## src/rtl/deck_addr_gen.sv

```systemverilog
// Free-running entropy counter and seed-driven card-address scrambler.
// The counter times the two-second delay and seeds the 52-card permutation.
module deck_addr_gen #(
   parameter int WIDTH = 12
) (
   input  logic             clk_2K,
   input  logic             i_Reset,
   input  logic             i_RstCounter,
   input  logic             i_ActCounter,
   input  logic [5:0]       a_i,
   output logic [WIDTH-1:0] o_Count,
   output logic             o_TwoSec,
   output logic [5:0]       a_j
);

   logic [5:0] a;
   logic [4:0] m;
   logic [5:0] k;
   logic [9:0] sum;
   logic [9:0] sum_mod;

   // i_Reset is the player reset: it keeps the counter running to gather entropy.
   always_ff @(posedge clk_2K) begin
      if (i_RstCounter) begin
         o_Count  <= '0;
         o_TwoSec <= 1'b0;
      end else if (!i_Reset) begin
         o_Count  <= o_Count + 1'b1;
         o_TwoSec <= 1'b0;
      end else if (i_ActCounter) begin
         o_Count <= o_Count + 1'b1;
         if (o_Count == {WIDTH{1'b1}}) begin
            o_TwoSec <= 1'b1;
         end
      end
   end

   always_comb begin
      a = (a_i < 6'd52) ? a_i : a_i - 6'd52;
      k = (o_Count[5:0] < 6'd52) ? o_Count[5:0] : o_Count[5:0] - 6'd52;
      m = 5'd1;
      // Every multiplier is coprime to 52, so m*a+k is a permutation mod 52.
      case (o_Count[7:5])
         3'd0:    m = 5'd1;
         3'd1:    m = 5'd3;
         3'd2:    m = 5'd5;
         3'd3:    m = 5'd7;
         3'd4:    m = 5'd9;
         3'd5:    m = 5'd11;
         3'd6:    m = 5'd15;
         default: m = 5'd17;
      endcase
      // Worst case 17*51+51 = 918 needs ten bits.
      sum     = 10'(m) * 10'(a) + 10'(k);
      sum_mod = sum % 10'd52;
      a_j     = sum_mod[5:0];
   end

endmodule

```

## config.mk

```make
export PLATFORM = sky130hd
export DESIGN_NAME = deck_addr_gen
export DESIGN_NICKNAME = d
export VERILOG_FILES = /design/src/rtl/deck_addr_gen.sv
export SDC_FILE = /design/constraint.sdc
export NUM_CORES = 1
export LEC_CHECK = 0
export CAP_MARGIN = 10
export CORE_UTILIZATION = 32
export CTS_BUF_LIST = sky130_fd_sc_hd__clkbuf_8
export DETAILED_ROUTE_END_ITERATION = 8
export PLACE_DENSITY = 0.61
export SYNTH_ARGS = -nofsm -noshare
export SYNTH_HDL_FRONTEND = slang
export SYNTH_SLANG_ARGS = --single-unit
```

## constraint.sdc

```tcl
create_clock -name clk_2K -period 10.8 [get_ports clk_2K]
set_clock_uncertainty 0.2 [all_clocks]
set_input_delay 2.7 -clock clk_2K [delete_from_list [all_inputs] [get_ports clk_2K]]
set_output_delay 2.7 -clock clk_2K [all_outputs]
set_load 0.01 [all_outputs]
```

# [Word level (Yosys, flattened, before mapping)]
# Index checks and enable logic that the tools add are counted.
# W data, S select, Z words.
[classes] n_addsub=4 n_mul=1 div_mod_pow=1 magnitude_cmp=2 n_eq_ne=8 n_mux=5 n_bitwise=1 n_reduce_logical=3
[ops] op="$pmux W5 S7" n=1
[ops] op="$mux W12" n=2
[ops] op="$add A12 B1 Y12 const B" n=1
[ops] op="$eq A12 B12 Y1 const B" n=1
[ops] op="$lt A6 B6 Y1 const B" n=2
[ops] op="$mux W6" n=2
[ops] op="$sub A6 B6 Y6 const B" n=2
[ops] op="$add A10 B6 Y10" n=1
[ops] op="$mod A10 B6 Y10 const B" n=1
[ops] op="$mul A5 B6 Y10" n=1
[ops] op="$eq A3 B3 Y1 const B" n=3
[ops] op="$eq A3 B2 Y1 const B" n=2
[ops] op="$eq A3 B1 Y1 const B" n=1
[ops] op="$logic_not A3 Y1" n=1
[ops] op="$ne A2 B1 Y1 const B" n=1
[ops] op="$reduce_and A2 Y1" n=1
[ops] op="$reduce_or A2 Y1" n=1
[ops] op="$not A1 Y1" n=1
[word_totals] ff_bits=13 in_bits=10 elab_cells=27

# [Depth between registers and ports, before layout]
# Gate-level depths: netlist of run 1.
[depth] word_depth=5 depth_mapped=28 depth_no_buf=24

# [Least setup slack after synthesis of run 1]
# OpenSTA, ideal clock, no wires.
[synth_timing] path_type="input -> output" startpoint="input a_i[2]" endpoint="output a_j[2]" t_arrival_ps=8700 t_required_ps=7900 slack_ps=-800 stages=25 path_buffers=2 path_cell_list="inv_1 ha_1 or3_1 xnor2_1 nor2_1 fa_1 fa_1 inv_1 fa_1 inv_1 ha_1 buf_2 nor2_1 o21a_1 a31o_2 xnor2_2 mux2_4 a221o_1 buf_6 nor4_2 a21oi_2 a31oi_2 nor2_1 o211a_1 o32ai_1"
[synth_between] elab_chain_cells=5 word_cells_on_any_way=6 cone_classes="2 x add/sub; 1 x mul; 1 x div; 1 x order compare; 1 x mux"
[synth_lines] item="from (decl)" line_no="10" source="input logic [5:0] a_i,"
[synth_lines] item="$sub A6 B6 Y6 / $lt A6 B6 Y1 (equally long branches)" line_no="39" source="a = (a_i < 6'd52) ? a_i : a_i - 6'd52;"
[synth_lines] item="$mux W6 (*)" line_no="39"
[synth_lines] item="$mul A5 B6 Y10 (*)" line_no="54" source="sum = 10'(m) * 10'(a) + 10'(k);"
[synth_lines] item="$add A10 B6 Y10 (*)" line_no="54"
[synth_lines] item="$mod A10 B6 Y10 (*)" line_no="55" source="sum_mod = sum % 10'd52;"
[synth_lines] item="to (decl)" line_no="13" source="output logic [5:0] a_j"
# Mark *: on every way between the ends. The rest lies on a longest branch, timed or not.

# [Final worst setup path of run 1]
[layout_timing] startpoint="input a_i[2]" endpoint="output a_j[4]"
# The elaborated chain is that of the path after synthesis.

==> out/results.tsv, run 1 <==
stage	metric	value	unit
setup_path	register-to-register setup slack	8.86	ns
worst_hold_path	worst min path class	register to register	
setup_path	Setup crit start	a_i[2]	
die	die outline area	9270	µm²
pwr	static leakage power	1.92	nW
final_layout	share of layout cells above drive strength 1	41.3	%
synth	register area share after synthesis	9.15	%
synth	number of standard cells after synthesis	370	
cts	clk sinks	13	
pwr	internal portion of total power	140	µW
final_layout	ANT cells	0	
timing	crit path setup slack, layout	-0.735	ns
worst_hold_path	Worst Hold Launch	o_TwoSec$_SDFFE_PP0P_	
synth	number of enable flip-flop cells after synthesis	0	
route	post-detailed-route wirelength per cell	13.3	µm
setup_path	crit end category	output pin	
synth	post-synth top area cell	fa_1	
global_routing	antenna violations before repair	0	
job	count of maximum capacitance violations	0	
place	post-detail-place hpwl	6240	µm
route	via total after detailed routing	3094	
die	Die H	96.3	µm
global_routing	first-pass GRT wire length	13300	µm
final_layout	final net count	540	
synth	count of synthesis-stage warnings from yosys	0	
timing	number of hold violations in the final report	0	
cts	Clock Latency Late Sink	0.24	ns
timing	RSZ-0062 raised after global routing	yes	
setup_path	data required time at the worst endpoint	7.90	ns
pwr	VDD IR-drop max	57.4	µV
setup_path	arrival time reported for the critical path endpoint	8.63	ns
final_layout	Area Growth Syn to Fin	55.8	%
route	number of iterations in the first detailed-routing pass	6	
route	Antenna Nets Post-Route	0	
status	failing checks	DRC, setup timing	
place	Placer Congestion	0.864	
pwr	portion of total power attributed to sequential cells	22.9	%
pwr	total power divided by cell area	50.3	nW/µm²
setup_path	startpoint of the worst register-to-register path	o_Count[5]$_SDFFE_PP0P_	
setup_path	Setup crit start kind	input pin	
die	number of standard-cell rows in the floorplan	34	
final_layout	multi-input logic area	2770	µm²
timing	timing-limited maximum frequency	86.7	MHz
die	Die Width	96.3	µm
die	Ports	29	
timing	post-route clock period utilization	107	%
global_routing	via count of the first global-routing pass	3041	
setup_path	Critical-path top delay cell	fa_1	
pwr	logic gate share of total power	57.9	%
timing	Setup violations, final	4	
timing	Worst Tran Pin Value	0.562	ns
global_routing	total track usage	17.8	%
pwr	power share of the clock group	19.2	%
setup_path	Critical Setup Path Class	input pin to output pin	
pwr	net switching power	82.7	µW
synth	area share of the largest cell type after synthesis	12.0	%
timing	final slew viol count	0	
global_routing	final global-route overflow total	0	
synth	register bit count reported by yosys	13	
timing	shortest clock period the worst path allows after layout	11.53	ns
timing	max-slew headroom at the worst pin	62.4	%
cts	clock transition at the registers of the reported paths	0.05	ns
route	number of DRC violations after detailed-routing iteration 0	66	
cts	cell at the root of the clock tree	clkbuf_8	
pwr	proportion of total power due to net switching	37.1	%
cts	clock tree from TritonCTS	built	
synth	combined area of all synthesized cells	2840	µm²
cts	number of CTS-inserted buffers	3	
final_layout	commonest non-fill, non-tap cells in the layout	buf_4 (102), nor2_1 (31), nand2_1 (30)	
cts	number of hold-repair buffers added at the cts stage	0	
cts	H-tree depth	1	
route	per-cell via count in the routed design	5.17	
cts	clock tree buffer depth	2	
final_layout	share of the core filled with cells in the final layout	51.1	%
place	Port Buffer Count	28	
pwr	overall power	223	µW
route	total wirelength of the detailed-routed design	7990	µm
synth	mean instance size in the synthesized netlist	7.69	µm²
final_layout	most frequent standard cell in the layout excluding fill and tap cells	buf_4	
setup_path	worst-path maximum fanout	5	
die	Core Region	8680	µm²
synth	nets in the synthesized netlist	418	
setup_path	most common cell type on the critical path	fa_1	
synth	library cells used by synthesis	69	
global_routing	maximum number of pins on one net before global-route repair	14	
route	residual DRC count	1	
setup_path	crit-path max cell delay	0.55	ns
synth	Area contributors post-synth	fa_1 (12%), ha_1 (9.2%), dfxtp_1 (9.2%)	
die	Initial Util	32.8	%
synth	flip-flop cell with the highest count after synthesis	dfxtp_1	
synth	fraction of registers with async set/reset	0	%
status	outcome	finished, violations left	
final_layout	Storage cell area	260	µm²
final_layout	number of fill cells in the layout	838	
synthesized netlist by cell type, types with 13 or more instances:
cell type  number
o21ai_0        16
xnor2_1        13
inv_1          32
fa_1           17
nand3_1        19
dfxtp_1        13
ha_1           21
nor2_1         37
a21oi_1        14
nand2_1        34
cell families after synthesis:
group / count (synthesis) / share of synthesized area [%]
AO/OA/AOI/OAI: 95 / 26.0
AND/OR/NAND/NOR: 145 / 25.1
flip-flops: 13 / 9.15
multiplexers: 4 / 1.63
adder cells (fa/ha/maj): 40 / 22.0
buffers and inverters: 50 / 8.10
XOR/XNOR: 23 / 8.01
power by group through the flow:
stage	registers (mW)	clock network (mW)	logic [mW]
2_1_floorplan	0.0522	0	0.0653
3_3_place_gp	0.0520	0	0.115
3_5_place_dp	0.0521	0	0.116
4_1_cts	0.0510	0.0446	0.126
5_1_grt	0.0513	0.0468	0.142
6_report	0.0510	0.0429	0.129
final timing paths:
kind | cells past startpoint | end
min reg2reg | 2 | o_TwoSec$_SDFFE_PP0P_
max reg2reg | 4 | o_Count[11]$_SDFFE_PP0P_
max | 26 | a_j[4]
min | 2 | o_TwoSec$_SDFFE_PP0P_
per-layer routing:
metal | GRT usage (%) | wire [µm] | vias up
li1 | - | - | 1573
met5 | 0 | 0 | -
met3 | 2.05 | 130 | 12
met4 | 3.11 | 102 | 0
met2 | 34.4 | 4290 | 41
met1 | 21.0 | 3470 | 1468
per-stage QoR:
stage	setup TNS, ns	hold slack (ns)	cell area (µm²)	instances	worst slack [ns]
floorplan	-1.94	0.309	2920	370	-0.506
global placement	-6.31	0.283	3890	577	-1.62
detailed placement	-6.81	0.298	3890	577	-1.72
CTS	-2.25	0.309	4350	598	-0.643
finish	-2.67	0.309	4430	599	-0.735
global route	-3.68	0.352	4430	599	-0.965
what timing repair did:
action,4_1_cts,5_1_grt
resized for setup,93,22
setup endpoints to repair,4,4
pin swaps,45,25
setup buffers,17,1
state kept, by name (all words and copies together), names as in the netlist:
register  count
o_Count      12
o_TwoSec      1
area by class of cell:
type,instances,area share [%]
multi-input combinational,307,62.6
timing repair buffer,135,24.7
sequential,13,5.87
tap,108,3.05
inverter,32,2.77
clock buffer,3,0.932
clock inverter,1,0.113
worst max-delay path, delay by kind of cell:
family	cells	cell delay, ns
fa+ha+maj	6	2.27
buf+inv	7	0.58
compound gates	5	1.06
mux	1	0.34
xor+xnor	2	0.50
simple gates	5	1.16
No activity file was read; power rests on OpenSTA's default activity.
==> run 2, diff against run 1 <==
Settings changed: CTS_CLUSTER_SIZE set to 16.
==> results of run 2 <==
No change in the layout: final DEF, timing and power equal those of run 1.
==> run 3, diff against run 2 <==
Settings changed: CORE_UTILIZATION 32 to 50, PLACE_DENSITY 0.61 to 0.83.
==> run 3 against run 2 <==
The run ends with setup timing left. Final cell count shrank 6.5%. Flip-flop and latch count did not move. Sequential share of layout area about the same. Critical endpoint is now a_j[2]. Largest cell class unchanged.
==> out/results.tsv, run 3 (synthesis results as in run 1) <==
stage	metric	value	unit	change
timing	post-route clock period utilization	108	%	+1.6 points
job	count of maximum capacitance violations	0		unchanged
global_routing	final global-route overflow total	0		unchanged
place	Placed Instance Area	3850	µm²	-1.0%
place	Port Buffer Count	28		unchanged
final_layout	registers with the most flip-flops	o_Count x12, o_TwoSec x1		
final_layout	post-route standard cell area excluding fillers	4410	µm²	-0.51%
die	Core Region	5510	µm²	-37%
setup_path	arrival time reported for the critical path endpoint	8.80	ns	+0.17 ns
timing	RSZ-0062 raised after global routing	yes		
global_routing	total track usage	32.7	%	+15 points
setup_path	crit end category	output pin		
pwr	total power divided by cell area	54.7	nW/µm²	+8.6%
timing	number of hold violations in the final report	0		unchanged
final_layout	flip-flop count of the largest register after layout	12		unchanged
final_layout	Storage cell area	260	µm²	unchanged
final_layout	multi-input logic area	2810	µm²	+1.2%
final_layout	final net count	537		-0.56%
setup_path	data required time at the worst endpoint	7.90	ns	about the same
die	number of standard-cell rows in the floorplan	27		-21%
global_routing	via count of the first global-routing pass	3477		+14%
cts	clk sinks	13		unchanged
pwr	VDD IR-drop max	83.1	µV	+45%
route	Antenna Nets Post-Route	0		unchanged
route	per-cell via count in the routed design	6.14		+19%
die	Die H	77.4	µm	-20%
timing	max-slew headroom at the worst pin	54.9	%	-7.5 points
place	post-detail-place hpwl	6570	µm	+5.1%
timing	crit path setup slack, layout	-0.905	ns	-0.170 ns
cts	number of CTS-inserted buffers	3		unchanged
final_layout	share of layout cells above drive strength 1	41.6	%	+0.25 points
pwr	static leakage power	1.92	nW	+0.19%
route	number of iterations in the first detailed-routing pass	5		-1
route	post-detailed-route wirelength per cell	18.4	µm	+38%
setup_path	Setup crit start kind	input pin		
global_routing	antenna violations before repair	0		unchanged
final_layout	Finished Layout Cells	560		-6.5%
pwr	overall power	241	µW	+8.0%
final_layout	most frequent standard cell in the layout excluding fill and tap cells	buf_4		
timing	final slew viol count	0		unchanged
worst_hold_path	WHS Path Cells	2		unchanged
global_routing	first-pass GRT wire length	15900	µm	+19%
final_layout	number of fill cells in the layout	295		-65%
cts	clock tree from TritonCTS	built		
setup_path	depth of the most critical reg-to-reg path	4		unchanged
die	Ports	29		unchanged
cts	clock transition at the registers of the reported paths	0.06	ns	about the same
timing	Worst Tran Pin Value	0.674	ns	+0.112 ns
die	die outline area	5990	µm²	-35%
setup_path	Critical Setup Path Class	input pin to output pin		
status	outcome	finished, violations left		
worst_hold_path	worst min path class	register to register		
place	Placer Congestion	0.961		+11%
final_layout	ANT cells	0		unchanged
die	Die Width	77.4	µm	-20%
final_layout	Area Growth Syn to Fin	55.0	%	
die	Initial Util	51.6	%	+19 points
place	count of placed standard cells including taps	540		-6.4%
cts	Clock Latency Late Sink	0.25	ns	about the same
route	number of DRC violations after detailed-routing iteration 0	159		+140%
final_layout	commonest non-fill, non-tap cells in the layout	buf_4 (99), nor2_1 (32), nand2_1 (30)		
cts	H-tree depth	1		unchanged
global_routing	maximum number of pins on one net before global-route repair	14		unchanged
timing	summed negative setup slack over all endpoints	-3.46	ns	-0.786 ns
final_layout	share of the core filled with cells in the final layout	80.1	%	+29 points
route	residual DRC count	0		-1
final_layout	Biggest register	o_Count		
timing	timing-limited maximum frequency	85.4	MHz	-1.5%
status	failing checks	setup timing		
setup_path	worst-path maximum fanout	5		unchanged
place	worst slack at placement	-1.78	ns	-0.0571 ns
cts	cell at the root of the clock tree	clkbuf_8		
timing	shortest clock period the worst path allows after layout	11.70	ns	+0.170 ns
route	via total after detailed routing	3438		+11%
cts	number of hold-repair buffers added at the cts stage	0		unchanged
timing	Min Hold Slack	0.299	ns	-0.0103 ns
cts	clock tree buffer depth	2		unchanged
route	total wirelength of the detailed-routed design	10300	µm	+29%
timing	Setup violations, final	4		unchanged
run 3: changes by cell type in the layout (fill, tap and decap cells not counted), sizes merged:
cell | previous run | this run
buf | 113 | 110
run 3: worst max-delay path, stage by stage:
cell	delay [ns]
buf_8	0.08
inv_6	0.03
ha_4	0.14
or3_4	0.41
xnor2_4	0.27
nand2b_4	0.18
fa_1	0.43
fa_2	0.64
fa_1	0.45
inv_2	0.08
ha_4	0.21
a211o_4	0.35
a2111oi_4	0.40
buf_4	0.18
nor3b_2	0.04
mux2_4	0.27
a221o_1	0.42
buf_6	0.17
o21ai_4	0.14
o22ai_4	0.09
a211oi_2	0.23
buf_4	0.17
or2b_1	0.26
a31oi_2	0.18
o32ai_2	0.10
buf_2	0.14
run 3: path summary, 6_finish.rpt:
check / start / end / slack, ns
worst max-delay path: a_i[2] / a_j[2] / -0.90
worst min-delay path: o_TwoSec$_SDFFE_PP0P_ / o_TwoSec$_SDFFE_PP0P_ / 0.30
worst max register to register: o_Count[5]$_SDFFE_PP0P_ / o_Count[11]$_SDFFE_PP0P_ / 8.76
worst min register to register: o_TwoSec$_SDFFE_PP0P_ / o_TwoSec$_SDFFE_PP0P_ / 0.30
run 3: area by class of cell:
| cell class | count | area share, % |
|---|---|---|
| multi-input combinational | 307 | 63.6 |
| timing repair buffer | 132 | 24.5 |
| sequential | 13 | 5.90 |
| inverter | 32 | 2.90 |
| tap | 72 | 2.04 |
| clock buffer | 3 | 0.937 |
| clock inverter | 1 | 0.114 |
run 3: report_power, final:
group	leakage, nW	internal (mW)	switching [mW]	total [mW]
combinational	1.79	0.0707	0.0746	0.145
sequential	0.105	0.0492	0.00182	0.0510
clock	0.0255	0.0256	0.0191	0.0446
total	1.92	0.145	0.0955	0.241
run 3: timing repair:
item,in CTS,in global routing
endpoints found under the setup margin,4,4
gates resized for setup,73,47
pin swaps,32,20
setup buffers,15,1
endpoints found under the hold margin,0,0
run 3: metal layers:
layer	part of all wire, %	vias to the layer above	GRT usage (%)	wire length (µm)
li1	-	1563	-	-
met3	4.7	62	4.71	487
met5	0	-	0	0
met2	54	153	62.9	5530
met4	4.3	0	13.2	448
met1	37	1660	35.3	3840
==> variant 1, RTL diff (flow settings as in run 2) <==
`WIDTH`: 12 -> 8.
--- a/src/rtl/deck_addr_gen.sv
+++ b/src/rtl/deck_addr_gen.sv
@@ -1,7 +1,7 @@
 // Free-running entropy counter and seed-driven card-address scrambler.
 // The counter times the two-second delay and seeds the 52-card permutation.
 module deck_addr_gen #(
-   parameter int WIDTH = 12
+   parameter int WIDTH = 8
 ) (
    input  logic             clk_2K,
    input  logic             i_Reset,
Interface: changed (resized o_Count); port bits go from 29 to 25. No check against the original RTL was run, so the function may have changed too.
==> variant 1 against run 2 <==
  * Core utilization grew 4.3 points
  * Cell count is 7.7% lower
  * Global-route usage barely moved
  * First-iteration DRC count increased by 64%
  * Synthesized area is 6.5% lower
  * Cell area fell by 1.4%
  * Non-clock buffer count is 3 lower
  * Power decreased by 3.8%
  * Sequential cell count is 4 lower
  * The run ends with negative setup slack left
  * Worst hold slack gained 31 ps
  * Setup slack improved by 560 ps
  * Largest cell class unchanged
  * Wire length is 0.58% lower
==> variant 1: results (changes against run 2) <==
* Post-Synthesis Net Count at 379 (-9.3%)
* WP data arrival at 8080 ps (-550 ps)
* Final setup viols at 4 (unchanged)
* Comb pwr share at 64.9% (+7.0 points)
* Post-synth top cells: inv_1, nor2_1, ha_1
* Pleak at 0.00183 uW (-4.7%)
* Worst-path fanout max at 7 (+2)
* Dpl ws at -1210 ps (+514 ps)
* Vias/cell at 5.22 (+0.97%)
* Wire length on met2 at 4.08 mm (-4.9%)
* Failing checks: negative setup slack
* Post-CTS Setup Bufs at 29 (+12)
* CP max stage cell: fa_1
* Sw power at 86.6 uW (+4.7%)
* Post-DP Area at 3430 um2 (-12%)
* Final net count at 501 (-7.2%)
* Vias in the first global route at 2942 (-3.3%)
* Met3 usage at 2.03% (-0.021 points)
* First-pass GRT wire length at 12.8 mm (-4.3%)
* Met3 wire length at 213 um (+64%)
* Non-filler instance count after layout at 553 (-7.7%)
* Clk buf depth at 2 (unchanged)
* P_seq at 36.3 uW (-29%)
* Setup TNS at -651 ps (+2020 ps)
* Share of cells above drive strength 1 at 47.2% (+5.9 points)
* Register area share after synthesis at 6.78% (-2.4 points)
* Final Worst Setup Slack at -176 ps (+558 ps)
* WL per Instance at 14.4 um (+7.7%)
* Met1 GRT Util at 21.2% (+0.18 points)
* Top cells by area, synth: fa_1, ha_1, dfxtp_1, inv_1, xnor2_1
* Fill count at 683 (-18%)
* Area share of xor/xnor cells in the synthesized design at 10.5% (+2.5 points)
* GR Util met2 at 33.1% (-1.3 points)
* Peak VDD IR at 0.0565 mV (-1.5%)
* Compound-Gate Fraction of Synth Area at 22.3% (-3.7 points)
* I/O Buffers at 24 (-14%)
* Area Growth Syn to Fin at 64.3%
* Post-DP HPWL at 5.31 mm (-15%)
* Router iterations before antenna repair at 4 (-2)
* Status: finished with violations
* Largest net degree at the start of global routing at 13 (-1)
* Synth Area in Adders at 23.5% (+1.5 points)
* Largest registers: o_Count: 8 flops, o_TwoSec: 1 flops
* Final weighted congestion in routability-driven placement at 0.884 (+2.2%)
* Total power at 214 uW (-3.8%)
variant 1: cell types whose count changed after synthesis, sizes merged, moves of 6 or more:
cell / delta
mux2i: +6
nand2: -13
a21oi: +7
nor2: -7
o21ai: -7
inv: +7
variant 1: path summary, 6_finish.rpt:
kind,from,to,slack (ps),cells after the start
worst max-delay path,a_i[3],a_j[5],-180,29
worst min-delay path,o_TwoSec,o_TwoSec,340,2
worst max register to register,o_Count[0],o_Count[7],9160,5
worst min register to register,o_TwoSec,o_TwoSec,340,2
variant 1: cell type report:
cell class	instances	area share (%)
tap	102	2.92
multi-input combinational	267	62.7
clock buffer	3	0.945
timing repair buffer	132	25.7
clock inverter	1	0.0859
inverter	39	3.47
sequential	9	4.12
variant 1: kinds of logic after synthesis:
family | count (synthesis)
compound gates | 72
flops | 9
simple gates | 122
xor+xnor | 23
fa+ha+maj | 40
mux | 8
buf+inv | 56
==> variant 2, RTL diff (config.mk and constraints of run 2) <==
Made on the original files. Register the inputs `i_ActCounter` and `a_i` before use. The logic sees them one clock later.
--- a/src/rtl/deck_addr_gen.sv
+++ b/src/rtl/deck_addr_gen.sv
@@ -13,6 +13,14 @@
    output logic [5:0]       a_j
 );
 
+   logic i_ActCounter_q;
+   logic [5:0] a_q;
+
+   always_ff @(posedge clk_2K) begin
+      i_ActCounter_q <= i_ActCounter;
+      a_q            <= a_i;
+   end
+
    logic [5:0] a;
    logic [4:0] m;
    logic [5:0] k;
@@ -27,7 +35,7 @@
       end else if (!i_Reset) begin
          o_Count  <= o_Count + 1'b1;
          o_TwoSec <= 1'b0;
-      end else if (i_ActCounter) begin
+      end else if (i_ActCounter_q) begin
          o_Count <= o_Count + 1'b1;
          if (o_Count == {WIDTH{1'b1}}) begin
             o_TwoSec <= 1'b1;
@@ -36,7 +44,7 @@
    end
 
    always_comb begin
-      a = (a_i < 6'd52) ? a_i : a_i - 6'd52;
+      a = (a_q < 6'd52) ? a_q : a_q - 6'd52;
       k = (o_Count[5:0] < 6'd52) ? o_Count[5:0] : o_Count[5:0] - 6'd52;
       m = 5'd1;
       // Every multiplier is coprime to 52, so m*a+k is a permutation mod 52.
Behaviour: not the same (a bounded check fails within 4 cycles, from zero or initial values and one cycle with i_RstCounter high).
==> variant 2 against run 2 <==
  * The run ends with design-rule violations left
  * Power grew 10%
  * Sequential cell count grew 7
  * Clock power increased by 72%
  * Register-to-register slack better by 120 ps
  * Synthesized area is 3.3% higher
  * Setup slack improved by 1300 ps
  * Count of clock-buffer cells in the layout stayed put
  * First-iteration DRC count is 120% higher
  * Combinational power fell by 28%
  * Wire length shrank 12%
  * Via count shrank 8.6%
  * Cell area is 23% lower
  * Critical path type is now flop to primary output
==> variant 2: results (changes against run 2) <==
* Worst setup path start: a_q[2]
* Slew HR at 51.4% (-11 points)
* Warnings from Yosys at 0 (unchanged)
* Vias in the first global route at 2687 (-12%)
* Status: finished with violations
* WP data arrival at 7370 ps (-1260 ps)
* Clock-pin transition on the worst setup and hold timing paths at 80 ps (+30 ps)
* Largest registers: o_Count: 12 flops, a_q: 6 flops
* Pleak at 0.00140 uW (-27%)
* Drt initial violations at 148 (+120%)
* Post-synth top cells: nor2_1, inv_1, nand2_1
* Router iterations before antenna repair at 6 (unchanged)
* Final net count at 442 (-18%)
* Vias/cell at 5.65 (+9.3%)
* Overall routing resource usage at 15.0% (-2.8 points)
* R2R setup slack at 8980 ps (+120 ps)
* Post-DP Area at 3300 um2 (-15%)
* Worst-path fanout max at 9 (+4)
* Register area share after synthesis at 13.6% (+4.5 points)
* Mapped Cells at 373 (+0.81%)
* Failing checks: design-rule violations
* Fmax at 97.3 MHz (+12%)
* WL per Instance at 14.0 um (+5.3%)
* Final weighted congestion in routability-driven placement at 0.925 (+7.0%)
* I/O Buffers at 28 (unchanged)
* Dpl ws at 620 ps (+2340 ps)
* Clk buf depth at 2 (unchanged)
* Clk Latency, worst-skew pair at 260 ps (+20 ps)
* Peak VDD IR at 0.0910 mV (+58%)
* Placed cells at 497 (-14%)
* Initial Util at 33.3% (+0.58 points)
* Post-DP HPWL at 5.67 mm (-9.2%)
* Top cells by area, synth: dfxtp_1, fa_1, ha_1, nor2_1, inv_1
* Post-Synthesis Net Count at 421 (+0.72%)
* DRC viols at 2 (+1)
* R2R depth at 6 (+2)
* First-pass GRT wire length at 12.2 mm (-8.3%)
* Total wire length at 7.04 mm (-12%)
## variant 2: cell types whose count changed after synthesis, sizes merged, moves of 5 or more
cell,change
nor2,+11
nand3,-9
nand2,-8
dfxtp,+7
o211ai,-5
## variant 2: cell families (layout without fill, tap and decap cells)
logic type | after synthesis | after routing | synth area share [%]
compound gates | 100 | 100 | 26.8
xor+xnor | 21 | 21 | 6.26
fa+ha+maj | 38 | 38 | 20.5
buf+inv | 50 | 70 | 6.82
flops | 20 | 20 | 13.6
mux | 6 | 6 | 2.47
simple gates | 138 | 138 | 23.4
## variant 2: how the worst min path moves through the flow
stage                           start     endpoint  slack [ps]  depth (start not counted)
after global routing      o_Count[10]  o_Count[10]         380                          2
after CTS                    o_TwoSec     o_TwoSec         320                          2
final                        o_TwoSec     o_TwoSec         310                          2
after detailed placement     o_TwoSec     o_TwoSec         300                          2
after global placement       o_TwoSec     o_TwoSec         290                          2
after floorplan           o_Count[10]  o_Count[10]         310                          2
## variant 2: what timing repair did
item | CTS | global route
buffers inserted | 0 | 0
gates resized for setup | 0 | 5
setup endpoints to repair | 0 | 3
## variant 2: layout make-up
type / instances / area (um2)
inverters: 36 / 135
well taps: 108 / 135
multi-input cells: 303 / 2360
clock buffers: 3 / 41.3
repair buffers: 30 / 295
fillers: 916 / 5410
flip-flops and latches: 20 / 400
clock inverters: 1 / 30.0
## variant 2: per-layer routing
metal | part of all wire [%] | track usage (%) | up-vias
li1 | - | - | 1404
met1 | 46 | 20.0 | 1339
met2 | 49 | 26.6 | 74
met3 | 3.8 | 1.00 | 12
met4 | 1.5 | 3.03 | 0
met5 | 0 | 0 | -
## variant 2: where the power goes
group | switching (uW) | internal [uW]
Combinational | 50.8 | 41.7
Clock | 24.3 | 49.5
Sequential | 3.22 | 76.3
Total | 78.3 | 167
## variant 2: worst max-delay path, cell delays in order, from the launching register on
cell,delay (ps)
dfxtp_1,330
inv_1,80
ha_1,220
nand2b_1,160
or2_2,320
nand2_1,90
o21a_1,210
nor2_1,90
fa_1,530
inv_1,50
fa_1,460
fa_1,540
inv_1,40
ha_1,400
o21a_1,190
a21oi_1,100
o311a_1,360
o41a_2,500
xnor2_1,200
a2111oi_2,450
nand3b_1,190
nand2_1,230
mux2i_1,220
o221ai_1,160
a2111oi_2,380
clkdlybuf4s50_1,590
## variant 2: per-stage QoR
stage | power, uW | utilization, %
3_5_place_dp | 173 | 37.5
3_3_place_gp | 172 | 37.5
2_1_floorplan | 143 | -
6_report | 246 | 38.6
5_1_grt | 260 | 38.6
4_1_cts | 246 | 38.3
